--- src/rtl/pc_sequencer.sv ---
// rtl/pc_sequencer.sv - program counter, Z/N status flags and memory-indirect jump sequencer
module pc_sequencer #(
  parameter logic [31:0] RESET_PC = 32'h0000_0000,
  parameter int unsigned TIMEOUT  = 16
) (
  input  logic        clk,
  input  logic        rst_n,
  input  logic        adv,
  input  logic        outmux1,
  input  logic        outmux0,
  input  logic        jbrnmux,
  input  logic        wrtdatmux,
  input  logic [15:0] imm16,
  input  logic [25:0] jaddr26,
  input  logic [31:0] rs_val,
  input  logic        alu_zero,
  input  logic        alu_neg,
  input  logic        flag_we,
  input  logic [31:0] mem_rdata,
  input  logic        mem_ack,
  output logic [31:0] pc,
  output logic        zout,
  output logic        nout,
  output logic        link_we,
  output logic [31:0] link_data,
  output logic        mem_req,
  output logic [31:0] mem_addr,
  output logic        stall,
  output logic        fault
);

  typedef enum logic [1:0] {
    ST_RUN   = 2'd0,
    ST_JM    = 2'd1,
    ST_FAULT = 2'd2
  } state_t;

  // Counter is 8 bits wide because TIMEOUT is limited to 1..255.
  localparam logic [7:0] TMO = 8'(TIMEOUT);

  state_t      state_q, state_d;
  logic [31:0] pc_q, pc_d;
  logic [31:0] jm_addr_q, jm_addr_d;
  logic        z_q, z_d;
  logic        n_q, n_d;
  logic        fault_q, fault_d;
  logic [7:0]  cnt_q, cnt_d;

  logic [31:0] p4;
  logic [31:0] br_off;
  logic [31:0] br_target;
  logic [31:0] j_target;
  logic [7:0]  cnt_inc;
  logic        run_adv;

  assign p4        = pc_q + 32'd4;
  assign br_off    = {{14{imm16[15]}}, imm16, 2'b00};
  assign br_target = p4 + br_off;
  assign j_target  = {p4[31:28], jaddr26, 2'b00};
  assign cnt_inc   = cnt_q + 8'd1;
  assign run_adv   = (state_q == ST_RUN) && adv;

  // Next-state, PC selection, flag update and jm wait/timeout tracking
  always_comb begin
    state_d   = state_q;
    pc_d      = pc_q;
    jm_addr_d = jm_addr_q;
    z_d       = z_q;
    n_d       = n_q;
    fault_d   = fault_q;
    cnt_d     = cnt_q;
    case (state_q)
      ST_RUN: begin
        if (adv) begin
          // Flags update at the edge; branch selects already used the old values.
          if (flag_we) begin
            z_d = alu_zero;
            n_d = alu_neg;
          end
          case ({outmux1, outmux0})
            2'b00: pc_d = p4;
            2'b11: pc_d = br_target;
            2'b01: pc_d = jbrnmux ? (rs_val & ~32'h3) : j_target;
            default: begin
              // Memory-indirect jump: capture the pointer, PC waits for the load.
              state_d   = ST_JM;
              jm_addr_d = rs_val & ~32'h3;
              cnt_d     = 8'd0;
            end
          endcase
        end
      end
      ST_JM: begin
        // An ack in the same cycle the count expires still completes the jump.
        if (mem_ack) begin
          pc_d    = mem_rdata & ~32'h3;
          cnt_d   = 8'd0;
          state_d = ST_RUN;
        end else if (cnt_inc == TMO) begin
          cnt_d   = cnt_inc;
          state_d = ST_FAULT;
          fault_d = 1'b1;
        end else begin
          cnt_d = cnt_inc;
        end
      end
      ST_FAULT: begin
        fault_d = 1'b1;
      end
      default: begin
        state_d = ST_RUN;
      end
    endcase
  end

  // State register with synchronous active-low reset
  always_ff @(posedge clk) begin
    if (!rst_n) begin
      state_q   <= ST_RUN;
      pc_q      <= RESET_PC;
      jm_addr_q <= 32'd0;
      z_q       <= 1'b0;
      n_q       <= 1'b0;
      fault_q   <= 1'b0;
      cnt_q     <= 8'd0;
    end else begin
      state_q   <= state_d;
      pc_q      <= pc_d;
      jm_addr_q <= jm_addr_d;
      z_q       <= z_d;
      n_q       <= n_d;
      fault_q   <= fault_d;
      cnt_q     <= cnt_d;
    end
  end

  assign pc        = pc_q;
  assign zout      = z_q;
  assign nout      = n_q;
  assign link_we   = run_adv && wrtdatmux;
  assign link_data = p4;
  assign mem_req   = (state_q == ST_JM);
  assign mem_addr  = (state_q == ST_JM) ? jm_addr_q : 32'd0;
  assign stall     = (state_q != ST_RUN);
  assign fault     = fault_q;

endmodule

--- config.mk ---
export PLATFORM = sky130hd
export DESIGN_NAME = pc_sequencer
export DESIGN_NICKNAME = d
export VERILOG_FILES = /design/src/rtl/pc_sequencer.sv
export SDC_FILE = /design/constraint.sdc
export NUM_CORES = 1
export LEC_CHECK = 0
export BUFFER_PORTS_ARGS = -buffer_cell sky130_fd_sc_hd__buf_2
export CORE_MARGIN = 2
export CORE_UTILIZATION = 52
export CTS_BUF_LIST = sky130_fd_sc_hd__clkbuf_16
export DETAILED_ROUTE_END_ITERATION = 7
export PLACE_DENSITY = 0.83
export SLEW_MARGIN = 0
export SYNTH_ARGS = -nofsm -noshare
export SYNTH_HDL_FRONTEND = slang
export SYNTH_SLANG_ARGS = --single-unit
--- constraint.sdc ---
create_clock -name clk -period 4.18 [get_ports clk]
set_clock_uncertainty 0.05 [all_clocks]
set_input_delay 0.836 -clock clk [delete_from_list [all_inputs] [get_ports clk]]
set_output_delay 0.836 -clock clk [all_outputs]
set_load 0.02 [all_outputs]
## After elaboration in Yosys (flattened, before gate mapping)

Cells that the tools add are included.

| word-level totals | value |
|---|---|
| bits in read-only memories | 0 |
| input bits | 117 |
| memories kept | 0 |
| logic and storage cells | 56 |
| bits in writable memories | 0 |
| latch bits | 0 |
| output and inout bits | 102 |
| flip-flop bits (word level) | 75 |

| operators by class | value |
|---|---|
| div/mod/pow operators | 0 |
| bitwise logic cells | 2 |
| eq/ne operators | 12 |
| $mul | 0 |
| $add $sub $neg | 3 |
| shift operators | 0 |
| reductions and logical operators | 14 |
| muxes and demuxes | 18 |
| order comparisons | 0 |

Operator list:

| operator | count |
|---|---|
| $mux W32 | 4 |
| $pmux W32 S3 | 1 |
| $pmux W32 S2 | 1 |
| $add A32 B3 Y32 const B | 1 |
| $add A32 B32 Y32 | 1 |
| $mux W8 | 3 |
| $pmux W8 S2 | 1 |
| $reduce_and A3 Y1 | 4 |
| $add A8 B1 Y8 const B | 1 |
| $eq A8 B5 Y1 const B | 1 |
| $mux W2 | 4 |
| $ne A2 B2 Y1 const B | 4 |
| $reduce_and A4 Y1 | 2 |
| $pmux W2 S3 | 1 |
| $reduce_bool A2 Y1 | 3 |
| $eq A2 B1 Y1 const B | 2 |
| $eq A2 B2 Y1 const B | 2 |
| $logic_not A2 Y1 | 2 |
| $ne A4 B1 Y1 const B | 1 |
| $ne A3 B2 Y1 const B | 1 |
| $reduce_or A3 Y1 | 1 |
| $logic_and A1 B1 Y1 | 2 |
| $mux W1 | 2 |
| $ne A2 B1 Y1 const B | 1 |
| other kinds (2) | 3 |

## Logic depth before layout (Yosys ltp)

| logic depth | value |
|---|---|
| depth after elaboration | 5 |
| gate-level depth with buffers | 16 |
| depth with buffers taken out | 15 |

## Worst setup path after synthesis

No wires, ideal clock.

| timing path | value |
|---|---|
| kind | register to register |
| from | register pc_q[2], in the netlist pc[2] |
| to | register pc_q[31], in the netlist pc[31] |
| setup slack | 0.021 ns |
| required time | 4.000 ns |
| setup time | 0.130 ns |
| stages on the path, launching flop included | 16 |
| period minus slack after synthesis | 4.159 ns |
| path buffers | 0 |
| data arrival time | 3.979 ns |
| cells stage by stage | dfxtp_1 -> ha_1 -> nand4_1 -> nor3_1 -> and3_1 -> nand3_1 -> xnor2_1 -> ha_1 -> a21oi_2 -> o21ai_2 -> a21o_1 -> a221o_1 -> or4b_4 -> a31oi_4 -> xnor2_1 -> o31ai_2 |

| on the way | value |
|---|---|
| cells in the longest elaborated chain, start to end | 5 |
| elaborated cells on any way between the ends | 6 |
| those cells by class | add/sub (2); mux (4) |

RTL lines:

| what | line | RTL |
|---|---|---|
| start, declared | 42 | `logic [31:0] pc_q, pc_d;` |
| start signal, assigned | 128 | `pc_q <= pc_d;` |
| $add A32 B3 Y32 | 56 | `assign p4 = pc_q + 32'd4;` |
| via link_data[22] | 25 | `output logic [31:0] link_data,` |
| $add A32 B32 Y32 | 58 | `assign br_target = p4 + br_off;` |
| $pmux W32 S3 | 80 | `case ({outmux1, outmux0})` |
| $mux W32 | 74 | `if (adv) begin` |
| $pmux W32 S2 | 72 | `case (state_q)` |

The timed path passes the listed nets, and every way through them passes these cells. The select of a mux whose other input is x is not followed.
A chain may end at the register's enable or synchronous reset.

## Worst setup path after layout

| timing path | value |
|---|---|
| from | register pc_q[7], in the netlist pc[7] |
| to | register pc_q[31], in the netlist pc[31] |

| on the way | value |
|---|---|
| cells in the longest elaborated chain, start to end | 5 |
| elaborated cells on any way between the ends | 6 |
| those cells by class | add/sub (2); mux (4) |

RTL lines:

| what | line |
|---|---|
| $add A32 B3 Y32 (*) | 56 |
| $add A32 B32 Y32 / $mux W32 (equally long branches) | 58, 83 |
| $pmux W32 S3 (*) | 80 |
| $mux W32 (*) | 74 |
| $pmux W32 S2 (*) | 72 |

Mark *: on every way between the ends. The rest lies on a longest branch, timed or not. The select of a mux whose other input is x is not followed.

==> metrics.csv <==
stage,metric,value,unit
critical_path,slowest_stage,or4b_4,
timing,setup_violations,0,
critical_path,required,4.35,ns
global_routing,grt-ovfl-total,0,
status,outcome,"complete, no violations",
clocking,cts_tree,built,
drt,drtIter0Drc,712,
clocking,cts_inserted_buffers,9,
clocking,cts-root-buf,clkbuf_16,
placement,post-dp-hpwl,16460,um
logic_synthesis,syn_area,6311,um^2
logic_synthesis,synth_top_area_share,0.2316,
clocking,clk_latency,0.34,ns
drt,drc,0,
critical_path,cp-end-kind,register,
timing,hold_viol,0,
layout,antenna_cells,0,
drt,avgViaCountPerCell,6.054,
power,p_sw_frac,0.3612,
power,p_leak,0.003681,uW
min_path,hold_start,jm_addr_q[12]$_SDFFE_PN0P_,
logic_synthesis,yosysTopAreaCell,dfxtp_1,
power,power_frac_comb,0.346,
timing,maxSlewHeadroom,0.2707,
drt,finalWirelength,21720,um
timing,fin_ws,0.2300,ns
drt,drt_first_pass_iters,5,
clocking,path_clk_slew,0.07,ns
flow_run,max_cap_viol_count,0,
clocking,clkSinkCount,73,
global_routing,grt_usage,0.3245,
floorplanning,die_area,13030,um^2
layout,drive_gt1_frac,0.2885,
floorplanning,die_w,114.2,um
timing,slew_violations,0,
critical_path,critical_path_arrival,4.12,ns
power,p_seq_frac,0.327,
timing,whs,0.4072,ns
logic_synthesis,yosysSeqAreaShare,0.2316,
logic_synthesis,synth_area_leaders,"dfxtp_1, nand2_1, ha_1, a21oi_1, mux2_2",
layout,syn_to_final_growth,24.62,%
floorplanning,ios,219,
logic_synthesis,async_flop_share,0,
critical_path,path_max_fanout,7,
drt,vias,7144,
critical_path,worstSetupPathType,reg -> reg,
clocking,hold_buffers,0,
drt,ant_nets,0,
power,p_sw,861.4,uW
logic_synthesis,yosysUniqueCellTypes,76,
placement,port_buffers,208,
logic_synthesis,yosys_warnings,0,
floorplanning,core-area,11910,um^2
logic_synthesis,synth_edf_count,0,
timing,fin_setup_tns,0,ns
clocking,cts_buffer_depth,2,
timing,worst_slew_pin_slew,1.093,ns
floorplanning,die_h,114.2,um
critical_path,worstPathCellList,"nand4_1, nor4_4, and3_1, nand2_1, xnor2_1, ha_1, nand2_1, nor2_1, a21o_1, a221o_1, or4b_4, a31oi_4, xnor2_1, o31ai_2",
floorplanning,start_util,0.5298,
timing,fin_crit_sh,0.9450,
min_path,hp-class,reg -> reg,
power,worst_ir_drop_vdd,0.1430,mV
layout,nets,1184,
placement,place_congestion,0.9995,
global_routing,grt_pass1_vias,6412,
timing,max_freq,0.2532,GHz
logic_synthesis,synth-seq-cells,73,
logic_synthesis,avgSynthCellArea,7.595,um^2
logic_synthesis,netlist_instances,831,
timing,timing.final.crit_period,3.950,ns
floorplanning,core.rowCount,40,
global_routing,grt_pass1_wl,33360,um
drt,met2WireLength,9227,um
logic_synthesis,dominantRegCellSynth,dfxtp_1,
power,power_density,303.2,nW/um^2
critical_path,timing.rr.start,pc[7]$_SDFFE_PN0P_,
critical_path,cp_slowest_stage_delay,0.51,ns
global_routing,antenna_found_initial,0,
drt,routed.top_layer,met4,
critical_path,startpoint_type,register,
drt,wl_met1,9525,um
power,intPower,1524,uW
critical_path,crit_start,pc[7]$_SDFFE_PN0P_,
drt,wl_per_cell,18.41,um
drt,wl_met3,2258,um
power,clkPwrFrac,0.327,
clocking,cts-htree-levels,3,
placement,pre_cts_slack,0.1796,ns
global_routing,grt_max_degree,51,
Yosys cell counts, types with 16 or more instances:
| master | instances |
|---|---|
| ha_1 | 38 |
| o211ai_1 | 17 |
| xor2_1 | 16 |
| inv_1 | 17 |
| and2_1 | 43 |
| nand3_1 | 34 |
| a21oi_1 | 62 |
| mux2_2 | 27 |
| a21boi_0 | 33 |
| nor2_1 | 35 |
| nand2_1 | 132 |
| o21ai_0 | 20 |
| dfxtp_1 | 73 |
| clkbuf_1 | 46 |
| o21ai_1 | 16 |
| xnor2_1 | 33 |
stage by stage:
step           power, uW  cell area, um^2  utilization  cells
2_1_floorplan       1322             6330            -    836
3_3_place_gp        1586             7521       0.6314   1163
3_5_place_dp        1595             7521       0.6314   1163
4_1_cts             2367             7819       0.6564   1179
5_1_grt             2497             7865       0.6603   1180
6_report            2385             7865       0.6603   1180
registers in the layout, summed over array words and instances (netlist names):
signal     flops
state_q        2
pc            30
zout           1
fault          1
cnt_q          8
nout           1
jm_addr_q     30
layout make-up:
type,instances,area [um^2]
clock buffer,9,225.2
clock inverter,7,72.57
fill,1077,4046
inverter,17,63.81
multi-input combinational,693,4619
sequential,73,1464
tap,147,183.9
timing repair buffer,234,1236
cell usage in the layout (no fill, tap or decap), types with 7 or more instances in the layout:
cell type / instances
and2_1: 43
nor3_1: 10
buf_4: 26
nand4_1: 13
dfxtp_1: 71
a21o_1: 11
and3_1: 11
a221oi_1: 9
nor2b_1: 11
mux2_2: 27
nand2_1: 132
clkbuf_16: 9
xor2_1: 16
ha_1: 37
o211ai_1: 17
inv_1: 18
buf_2: 208
nor2_1: 35
o21ai_1: 16
a21oi_1: 62
or3_1: 7
o21ai_0: 20
nand3_1: 34
xnor2_1: 31
a21boi_0: 33
logic make-up (layout without fill, tap and decap cells):
logic type               count (synthesis)  in the layout  share of synthesized area
AND/OR/NAND/NOR                        320            320                     0.2480
buffers and inverters                   70            267                    0.04520
AO/OA/AOI/OAI                          248            248                     0.2736
multiplexers                            31             31                    0.05452
other                                    1              6                  0.0005942
flip-flops                              73             73                     0.2316
adder cells (fa/ha/maj)                 39             39                    0.07851
XOR/XNOR                                49             49                    0.06800
power groups by stage:
| stage | sequential, uW | clock (uW) | combinational, uW |
|---|---|---|---|
| floorplan | 814 | 0 | 508 |
| global placement | 788 | 0 | 798 |
| detailed placement | 790 | 0 | 804 |
| CTS | 775 | 782 | 810 |
| global route | 783 | 822 | 892 |
| finish | 779 | 781 | 825 |
metal layers:
metal	vias up	track usage
li1	3389	-
met1	3267	0.4569
met2	425	0.4988
met3	63	0.05823
met4	0	0.1138
met5	-	0
timing repair:
action                     4_1_cts  5_1_grt
buffers inserted                 0        1
setup endpoints to repair        0        1
resized for setup                0        8
final timing paths:
path,end,slack (ns),cells after the start
max,pc[31]$_SDFFE_PN0P_,0.23,14
max reg2reg,pc[31]$_SDFFE_PN0P_,0.23,14
min,jm_addr_q[12]$_SDFFE_PN0P_,0.41,2
min reg2reg,jm_addr_q[12]$_SDFFE_PN0P_,0.41,2
worst max-delay path: cells and delay by family (launching register included):
kind,cells,cell delay [ns]
and+or+nand+nor,7,1.82
AOI/OAI and AO/OA,4,0.83
DFF,1,0.43
xor gates and xnor gates,2,0.36
adders and majority gates,1,0.34
Note: power is estimated with default switching activity, not from simulation.
